==> config.mk <==
export PLATFORM = sky130hd
export DESIGN_NAME = uart_tx_arbiter
export DESIGN_NICKNAME = d
export VERILOG_FILES = /design/src/rtl/uart_tx_arbiter.sv
export SDC_FILE = /design/constraint.sdc
export NUM_CORES = 1
export LEC_CHECK = 0
export CORE_MARGIN = 2
export CORE_UTILIZATION = 49
export CTS_CLUSTER_SIZE = 16
export DETAILED_ROUTE_END_ITERATION = 7
export GPL_ROUTABILITY_DRIVEN = 0
export PLACE_DENSITY = 0.86
export SYNTH_ARGS = -nofsm -noshare
export SYNTH_HDL_FRONTEND = slang
export SYNTH_SLANG_ARGS = --single-unit
==> constraint.sdc <==
create_clock -name clk -period 4.3 [get_ports clk]
set_clock_uncertainty 0.2 [all_clocks]
set_input_delay 0.86 -clock clk [delete_from_list [all_inputs] [get_ports clk]]
set_output_delay 0.86 -clock clk [all_outputs]
set_load 0.005 [all_outputs]
==> src/rtl/uart_tx_arbiter.sv <==
// Round-robin arbiter sharing one uart TX byte port between NUM_CLIENTS packet streams.
// Define UART_ARB_TAG_EN to prefix every granted packet with a tag byte (TAG_BASE | client index).
module uart_tx_arbiter #(
    parameter int         NUM_CLIENTS   = 4,
    parameter int         CLIENT_W      = 2,
    parameter int         MAX_PKT_BYTES = 16,
    parameter logic [7:0] TAG_BASE      = 8'hF0
) (
    input  logic                     clk,
    input  logic                     reset,
    input  logic [NUM_CLIENTS-1:0]   cl_valid,
    input  logic [8*NUM_CLIENTS-1:0] cl_data,
    input  logic [NUM_CLIENTS-1:0]   cl_last,
    output logic [NUM_CLIENTS-1:0]   cl_ready,
    output logic [7:0]               tx_byte,
    output logic                     tx_req,
    input  logic                     tx_busy,
    output logic [CLIENT_W-1:0]      grant_id,
    output logic                     grant_active,
    output logic                     pkt_trunc
);

    localparam logic [7:0] MAX_CNT = 8'(MAX_PKT_BYTES);

    typedef enum logic [2:0] {
        ST_ARB,
`ifdef UART_ARB_TAG_EN
        ST_TAG,
`endif
        ST_LOAD,
        ST_REQ,
        ST_WAIT_HI,
        ST_WAIT_LO
    } state_t;

    state_t              state;
    state_t              state_next;
    logic [7:0]          count;
    logic                last_q;
    logic                tag_phase;

    logic                rr_found;
    logic [CLIENT_W-1:0] rr_winner;
    logic [CLIENT_W-1:0] rr_idx;

    logic                start_grant;
    logic                take_byte;
    logic                load_tag;
    logic                release_grant;
    logic                trunc_hit;

    logic [7:0]          cur_data;
    logic                cur_last;

    assign cur_data = cl_data[{grant_id, 3'b000} +: 8];
    assign cur_last = cl_last[grant_id];

    // Search starts one past the last grant, so the releasing client is checked last
    // and a sole requester still wins on the final step of the scan.
    always_comb begin
        rr_found  = 1'b0;
        rr_winner = grant_id;
        rr_idx    = grant_id;
        for (int k = 1; k <= NUM_CLIENTS; k++) begin
            rr_idx = CLIENT_W'((int'(grant_id) + k) % NUM_CLIENTS);
            if (!rr_found && cl_valid[rr_idx]) begin
                rr_found  = 1'b1;
                rr_winner = rr_idx;
            end
        end
    end

    // NOTE: every output of this block gets a default before the case, so no path
    // leaves a signal unassigned and no latch is inferred.
    always_comb begin
        state_next    = state;
        cl_ready      = '0;
        tx_req        = 1'b0;
        start_grant   = 1'b0;
        take_byte     = 1'b0;
        load_tag      = 1'b0;
        release_grant = 1'b0;
        trunc_hit     = 1'b0;
        case (state)
            ST_ARB: begin
                if (rr_found) begin
                    start_grant = 1'b1;
`ifdef UART_ARB_TAG_EN
                    state_next  = ST_TAG;
`else
                    state_next  = ST_LOAD;
`endif
                end
            end
`ifdef UART_ARB_TAG_EN
            ST_TAG: begin
                load_tag   = 1'b1;
                state_next = ST_REQ;
            end
`endif
            ST_LOAD: begin
                cl_ready[grant_id] = cl_valid[grant_id];
                if (cl_valid[grant_id]) begin
                    take_byte  = 1'b1;
                    state_next = ST_REQ;
                end
            end
            ST_REQ: begin
                tx_req     = 1'b1;
                state_next = ST_WAIT_HI;
            end
            ST_WAIT_HI: begin
                if (tx_busy) begin
                    state_next = ST_WAIT_LO;
                end
            end
            ST_WAIT_LO: begin
                if (!tx_busy) begin
                    if (tag_phase) begin
                        state_next = ST_LOAD;
                    end else if (last_q) begin
                        release_grant = 1'b1;
                        state_next    = ST_ARB;
                    end else if (count == MAX_CNT) begin
                        release_grant = 1'b1;
                        trunc_hit     = 1'b1;
                        state_next    = ST_ARB;
                    end else begin
                        state_next = ST_LOAD;
                    end
                end
            end
            default: state_next = ST_ARB;
        endcase
    end

    // NOTE: registers update with non-blocking assignments so every flop samples
    // pre-edge values regardless of statement order.
    always_ff @(posedge clk) begin
        if (reset) begin
            state        <= ST_ARB;
            grant_id     <= CLIENT_W'(NUM_CLIENTS - 1);
            grant_active <= 1'b0;
            count        <= 8'd0;
            last_q       <= 1'b0;
            tx_byte      <= 8'd0;
            pkt_trunc    <= 1'b0;
        end else begin
            state     <= state_next;
            pkt_trunc <= trunc_hit;
            if (start_grant) begin
                grant_id     <= rr_winner;
                grant_active <= 1'b1;
                count        <= 8'd0;
            end
            if (load_tag) begin
                tx_byte <= TAG_BASE | 8'(grant_id);
            end
            if (take_byte) begin
                tx_byte <= cur_data;
                last_q  <= cur_last;
                count   <= count + 8'd1;
            end
            if (release_grant) begin
                grant_active <= 1'b0;
            end
        end
    end

`ifdef UART_ARB_TAG_EN
    // Set from grant until the first data byte: the frame in flight is the tag,
    // which neither ends the packet nor counts toward the truncation limit.
    logic tag_q;
    always_ff @(posedge clk) begin
        if (reset) begin
            tag_q <= 1'b0;
        end else if (start_grant) begin
            tag_q <= 1'b1;
        end else if (take_byte) begin
            tag_q <= 1'b0;
        end
    end
    assign tag_phase = tag_q;
`else
    assign tag_phase = 1'b0;
`endif

endmodule

==> key figures, run 1 <==
Global route
  • Overall Global Routing Usage: 21.6%
  • Largest net degree at the start of global routing: 24
  • Initial antenna violation count: 0
  • Vias in the first global route: 1576
  • First-pass GRT wire length: 7.04 mm
  • Congestion Overflow GR: 0

Worst setup path
  • Max Fanout on Critical Path: 8
  • Worst flop-to-flop path startpoint: grant_id[1]$_SDFFE_PP1P_
  • CP startpoint: cl_valid[0]
  • R2r endpoint: grant_id[0]$_SDFFE_PP1P_
  • Worst path arrival time: 2860 ps
  • Crit path capture: cl_ready[0]
  • Startpoint types: input port
  • CP required: 3240 ps
  • Path type of the worst setup path: in2out
  • R2R cell count: 6
  • Flop-to-flop setup slack: 1410 ps
  • Crit. End Element: output pin

Clock network
  • Clock root cell: clkbuf_4
  • CTS tree: yes
  • H-Tree Depth: 1
  • Clock Sinks: 24
  • CTS clk-pin slew, worst paths: 130 ps
  • Clk buf depth: 2
  • Post-cts resize count: 0
  • Post-CTS Hold Fix Bufs: 0
  • Inserted Clock Buffers: 3
  • Setup bufs post-CTS: 0
  • Worst skew pair latency: 310 ps

Logic synthesis
  • Seq/Total Area, Yosys: 28.2%
  • Mapped Area: 0.00170 mm2
  • Yosys cell types: 46
  • #FFs+latches synth: 24
  • Gate count after technology mapping: 192
  • Syn Area/Cell: 8.87 um2
  • Yosys warns: 0
  • Main synth FF type: dfxtp_1
  • Ys async rst share: 0%
  • Number of synthesized flops with an enable pin: 0
  • Syn nets: 241

Floorplan
  • Num rows: 21
  • Core area: 0.00334 mm2
  • Die Width: 63.0 um
  • Initial core utilization: 51.0%
  • Die height: 63.0 um
  • DIE AREA: 0.00396 mm2
  • # IOs: 60

STA
  • Setup TNS: 0 ps
  • Max_slew headroom: 56.9%
  • Final Max Slew Viols: 0
  • Worst Max-Slew Pin Slew: 645 ps
  • Tmin final: 3920 ps
  • Final Hold Fails: 0
  • Fmax: 255 MHz
  • Crit share post-route: 91.2%
  • Final number of setup-violating endpoints: 0
  • RSZ-0062 raised after global routing: no

Layout
  • Final nets: 294
  • Most common cell after layout, fill and taps aside: clkdlybuf4s50_1
  • Area Growth Syn to Fin: 37.0%
  • Number of diodes: 0
  • Share of cells above drive strength 1: 11.5%
  • Commonest non-fill, non-tap cells in the layout: clkdlybuf4s50_1 (59), nand2_1 (26), dfxtp_1 (24)

Min path
  • Worst hold path type: reg2reg

Flow run
  • Max-cap violations: 0

Routing
  • Drt pass-1 iters: 5
  • Initial DRC Count: 52
  • Post-route ant nets: 0
  • Avg WL per Cell: 14.2 um
  • Vias: 1661
  • Routed WL: 4.13 mm
  • DR vias/cell: 5.73
  • Remaining DRCs: 0

Power
  • Peak supply drop: 0.355 mV
  • Leakage: 0.000840 uW
  • Pwr Total: 1070 uW
  • Power per Cell Area: 459 mW/mm2

Outcome
  • Outcome: finished clean

Placement
  • DP Wirelength: 3.20 mm
  • Port-buffer cells: 59
## layer usage
layer	vias up	global-route usage (%)	share of wire, %
met3	4	1.80	3.5
met5	-	0	0
met2	43	39.5	53
met4	0	5.83	0.65
met1	804	27.2	43
li1	810	-	-
## metrics by stage
step | hold WS (ps) | util, % | instance area [um2] | setup WS, ps | std cells
4_1_cts | 264 | 69.9 | 2330 | 390 | 290
3_5_place_dp | 246 | 68.4 | 2280 | 393 | 286
6_report | 263 | 69.9 | 2330 | 380 | 290
2_1_floorplan | 253 | - | 1700 | 1180 | 192
3_3_place_gp | 242 | 68.4 | 2280 | 424 | 286
5_1_grt | 283 | 69.9 | 2330 | 315 | 290
## registers in the layout (all words and copies together) (netlist names)
signal,cells
grant_id,2
tx_byte,8
pkt_trunc,1
last_q,1
count,8
state,3
grant_active,1
## Yosys cell counts (2+ instances only)
cell	number	area share [%]
nor2b_1	4	1.5
mux2i_1	3	1.8
nand2_1	26	5.7
o31ai_1	3	1.3
buf_6	5	3.3
mux4_2	11	15
nor3_1	5	1.5
nor4_1	2	0.73
dfxtp_1	24	28
a31oi_1	2	0.73
o211ai_1	4	1.8
buf_2	2	0.59
nor3b_1	2	0.88
and3_1	2	0.73
o41ai_2	2	1.9
nor2_1	9	2.0
o21ai_0	5	1.5
mux2_2	2	1.3
or3_1	2	0.73
a21oi_1	15	4.4
nand4_1	2	0.73
nand2b_1	2	0.73
and2_1	6	2.2
clkbuf_1	6	1.3
nand3_1	14	4.1
a211oi_1	2	0.88
ha_1	6	4.4
inv_1	6	1.3
## kinds of logic after synthesis
group | after synthesis | share of synthesized area [%]
fa+ha+maj | 6 | 4.41
buf+inv | 22 | 7.42
flops | 24 | 28.2
mux | 16 | 17.6
simple gates | 82 | 24.7
compound gates | 42 | 17.6
## critical path, cell delays in order
cell	delay, ps
clkdlybuf4s50_1	550
mux4_2	550
and3_1	270
and2_1	180
clkdlybuf4s50_1	450
## worst min-delay path by stage
stage	startpoint	end	slack (ps)	depth (start not counted)
2_1_floorplan	tx_byte[0]$_SDFFE_PP0P_	tx_byte[0]$_SDFFE_PP0P_	250	2
3_3_place_gp	tx_byte[1]$_SDFFE_PP0P_	tx_byte[1]$_SDFFE_PP0P_	240	2
3_5_place_dp	tx_byte[1]$_SDFFE_PP0P_	tx_byte[1]$_SDFFE_PP0P_	250	2
4_1_cts	tx_byte[1]$_SDFFE_PP0P_	tx_byte[1]$_SDFFE_PP0P_	260	2
5_1_grt	tx_byte[1]$_SDFFE_PP0P_	tx_byte[1]$_SDFFE_PP0P_	280	2
6_report	tx_byte[1]$_SDFFE_PP0P_	tx_byte[1]$_SDFFE_PP0P_	260	2
## power breakdown
part / leakage [uW] / internal [uW] / switching, uW
Clock: 0.0000279 / 94.2 / 67.4
Sequential: 0.000195 / 263 / 54.2
Combinational: 0.000617 / 309 / 282
## area by class of cell
class	count	area, um2
clock inverters	1	30.0
clock buffers	3	22.5
repair buffers	63	621
flip-flops and latches	24	480
well taps	46	57.6
multi-input cells	146	1100
inverters	7	26.3
fillers	268	1000
(Power assumes the default switching activity.)
==> run 2, diff against run 1 <==
--- a/config.mk
+++ b/config.mk
@@ -5,6 +5,7 @@
 export SDC_FILE = /design/constraint.sdc
 export NUM_CORES = 1
 export LEC_CHECK = 0
+export CAP_MARGIN = 30
 export CORE_MARGIN = 2
 export CORE_UTILIZATION = 49
 export CTS_CLUSTER_SIZE = 16
==> results of run 2 <==
Same layout as run 1: the final DEF is identical, and so are final timing and power.
==> run 3, diff against run 2 <==
--- a/config.mk
+++ b/config.mk
@@ -6,12 +6,14 @@
 export NUM_CORES = 1
 export LEC_CHECK = 0
 export CAP_MARGIN = 30
+export CORE_ASPECT_RATIO = 0.9
 export CORE_MARGIN = 2
-export CORE_UTILIZATION = 49
+export CORE_UTILIZATION = 55
 export CTS_CLUSTER_SIZE = 16
 export DETAILED_ROUTE_END_ITERATION = 7
+export DONT_BUFFER_PORTS = 1
 export GPL_ROUTABILITY_DRIVEN = 0
-export PLACE_DENSITY = 0.86
+export PLACE_DENSITY = 0.7
 export SYNTH_ARGS = -nofsm -noshare
 export SYNTH_HDL_FRONTEND = slang
 export SYNTH_SLANG_ARGS = --single-unit
==> run 3 against run 2 <==
Hold slack improved by 17 ps. Flip-flop and latch count unchanged. Routed wire length decreased by 11%. Core utilization decreased by 13 points. Total power decreased by 11%. Highest routed layer unchanged. First-iteration DRC count unchanged. Die area decreased by 10%. Maximum frequency increased by 16%.
==> key figures, run 3 (synthesis gave the netlist of run 1 again) <==
Layout
  • Biggest regs: count x8, tx_byte x8, state x3
  • Share of cells above drive strength 1: 13.7% (+2.3 points)
  • Commonest non-fill, non-tap cells in the layout: nand2_1 (26), dfxtp_1 (24), a21oi_1 (15)
  • Area Growth Syn to Fin: 0.735%
  • Sequential Area: 480 um2 (unchanged)
  • Multi-input gate area: 0.00110 mm2 (unchanged)
  • Final nets: 232 (-21%)
  • Number of diodes: 0 (unchanged)
  • Most common cell after layout, fill and taps aside: nand2_1
  • Fill cells: 286 (+6.7%)
  • Final Non-Filler Cells: 224 (-23%)

Clock network
  • Clock Sinks: 24 (unchanged)
  • Post-CTS Hold Fix Bufs: 0 (unchanged)
  • CTS tree: yes
  • H-Tree Depth: 1 (unchanged)
  • Clk buf depth: 2 (unchanged)
  • Clock root cell: clkbuf_4
  • Inserted Clock Buffers: 3 (unchanged)
  • Setup bufs post-CTS: 0 (unchanged)
  • Worst skew pair latency: 320 ps (about the same)
  • Post-cts resize count: 0 (unchanged)
  • CTS clk-pin slew, worst paths: 130 ps (about the same)

STA
  • Final number of setup-violating endpoints: 0 (unchanged)
  • Fmax: 297 MHz (+16%)
  • RSZ-0062 raised after global routing: no
  • Final Max Slew Viols: 0 (unchanged)
  • WHS: 280 ps (+16.8 ps)
  • Worst Max-Slew Pin Slew: 737 ps (+92.2 ps)
  • Setup TNS: 0 ps (unchanged)
  • Setup ws final: 930 ps (+550 ps)
  • Tmin final: 3370 ps (-550 ps)
  • Max_slew headroom: 50.8% (-6.1 points)
  • Crit share post-route: 78.4% (-13 points)
  • Final Hold Fails: 0 (unchanged)

Routing
  • Vias: 1419 (-15%)
  • Post-route ant nets: 0 (unchanged)
  • Remaining DRCs: 0 (unchanged)
  • Avg WL per Cell: 16.4 um (+15%)
  • Routed WL: 3.68 mm (-11%)
  • Initial DRC Count: 52 (unchanged)
  • Drt pass-1 iters: 5 (unchanged)
  • DR vias/cell: 6.33 (+11%)

Worst setup path
  • Startpoint types: flip-flop
  • Worst flop-to-flop path startpoint: grant_id[1]$_SDFFE_PP1P_
  • Worst path arrival time: 2310 ps (-550 ps)
  • Max Fanout on Critical Path: 19 (+11)
  • Flop-to-flop setup slack: 1100 ps (-310 ps)
  • R2r endpoint: grant_id[0]$_SDFFE_PP1P_
  • Crit. End Element: output pin
  • Path type of the worst setup path: reg2out
  • R2R cell count: 6 (unchanged)
  • CP required: 3240 ps (about the same)
  • Crit path capture: cl_ready[3]
  • CP startpoint: grant_id[1]$_SDFFE_PP1P_

Floorplan
  • DIE AREA: 0.00356 mm2 (-10%)
  • Initial core utilization: 56.9% (+5.8 points)
  • Num rows: 19 (-9.5%)
  • Die height: 56.8 um (-9.8%)
  • # IOs: 60 (unchanged)
  • Core area: 0.00300 mm2 (-10%)
  • Die Width: 62.7 um (-0.48%)

Placement
  • Dpl ws: 1120 ps (+732 ps)
  • Port-buffer cells: 0 (-100%)
  • DP Wirelength: 2.83 mm (-12%)
  • Dpl cells: 220 (-23%)

Global route
  • Vias in the first global route: 1355 (-14%)
  • Largest net degree at the start of global routing: 29 (+21%)
  • Overall Global Routing Usage: 21.5% (-0.20 points)
  • Congestion Overflow GR: 0 (unchanged)
  • First-pass GRT wire length: 6.07 mm (-14%)
  • Initial antenna violation count: 0 (unchanged)

Power
  • Peak supply drop: 0.366 mV (+3.2%)
  • Leakage: 0.000601 uW (-28%)
  • Power per Cell Area: 553 mW/mm2 (+21%)

Min path
  • Worst hold path type: reg2reg

Flow run
  • Max-cap violations: 0 (unchanged)

Outcome
  • Outcome: finished clean
==> run 3: cell count changes in the layout (fill, tap and decap cells not counted) <==
cell / before / now
clkdlybuf4s50_1: 59 / 0
buf_4: 4 / 1
==> run 3: critical path: stages, from the launching register on <==
cell and delay (ps):
dfxtp_1 820, mux4_2 380, and3_1 550, and2_1 240
==> run 3: worst min-delay path by stage <==
stage / slack [ps] / endpoint / from / cells after the start
floorplan: 250 / tx_byte[0]$_SDFFE_PP0P_ / tx_byte[0]$_SDFFE_PP0P_ / 2
finish: 280 / tx_byte[3]$_SDFFE_PP0P_ / tx_byte[3]$_SDFFE_PP0P_ / 2
global route: 290 / tx_byte[3]$_SDFFE_PP0P_ / tx_byte[3]$_SDFFE_PP0P_ / 2
global placement: 260 / tx_byte[4]$_SDFFE_PP0P_ / tx_byte[4]$_SDFFE_PP0P_ / 2
CTS: 280 / tx_byte[3]$_SDFFE_PP0P_ / tx_byte[3]$_SDFFE_PP0P_ / 2
detailed placement: 260 / tx_byte[3]$_SDFFE_PP0P_ / tx_byte[3]$_SDFFE_PP0P_ / 2
==> run 3: report_power, final <==
group	total [uW]	internal, uW	switching, uW
Combinational	451	214	238
Clock	165	94.3	70.2
Sequential	332	263	68.9
==> run 3: cell type report <==
type	instances	area share [%]
Inverter	7	1.53
Multi-Input combinational cell	146	63.9
Clock buffer	3	1.31
Clock inverter	1	1.75
Timing Repair Buffer	1	0.438
Sequential cell	24	28.0
Tap cell	42	3.06
==> run 3: metal layers <==
layer,GRT usage [%],up-vias,share of wire [%]
met1,24.5,657,42
met4,6.98,0,1.1
met2,39.5,67,50
met3,5.01,5,7.3
met5,0,-,0
li1,-,690,-
==> run 3: per-stage QoR <==
stage | total power [uW] | instance area (um2) | utilization [%]
after floorplan | 745 | 1700 | -
after global placement | 775 | 1660 | 55.5
after detailed placement | 788 | 1660 | 55.5
after CTS | 955 | 1720 | 57.3
after global routing | 1020 | 1720 | 57.3
final | 948 | 1720 | 57.3
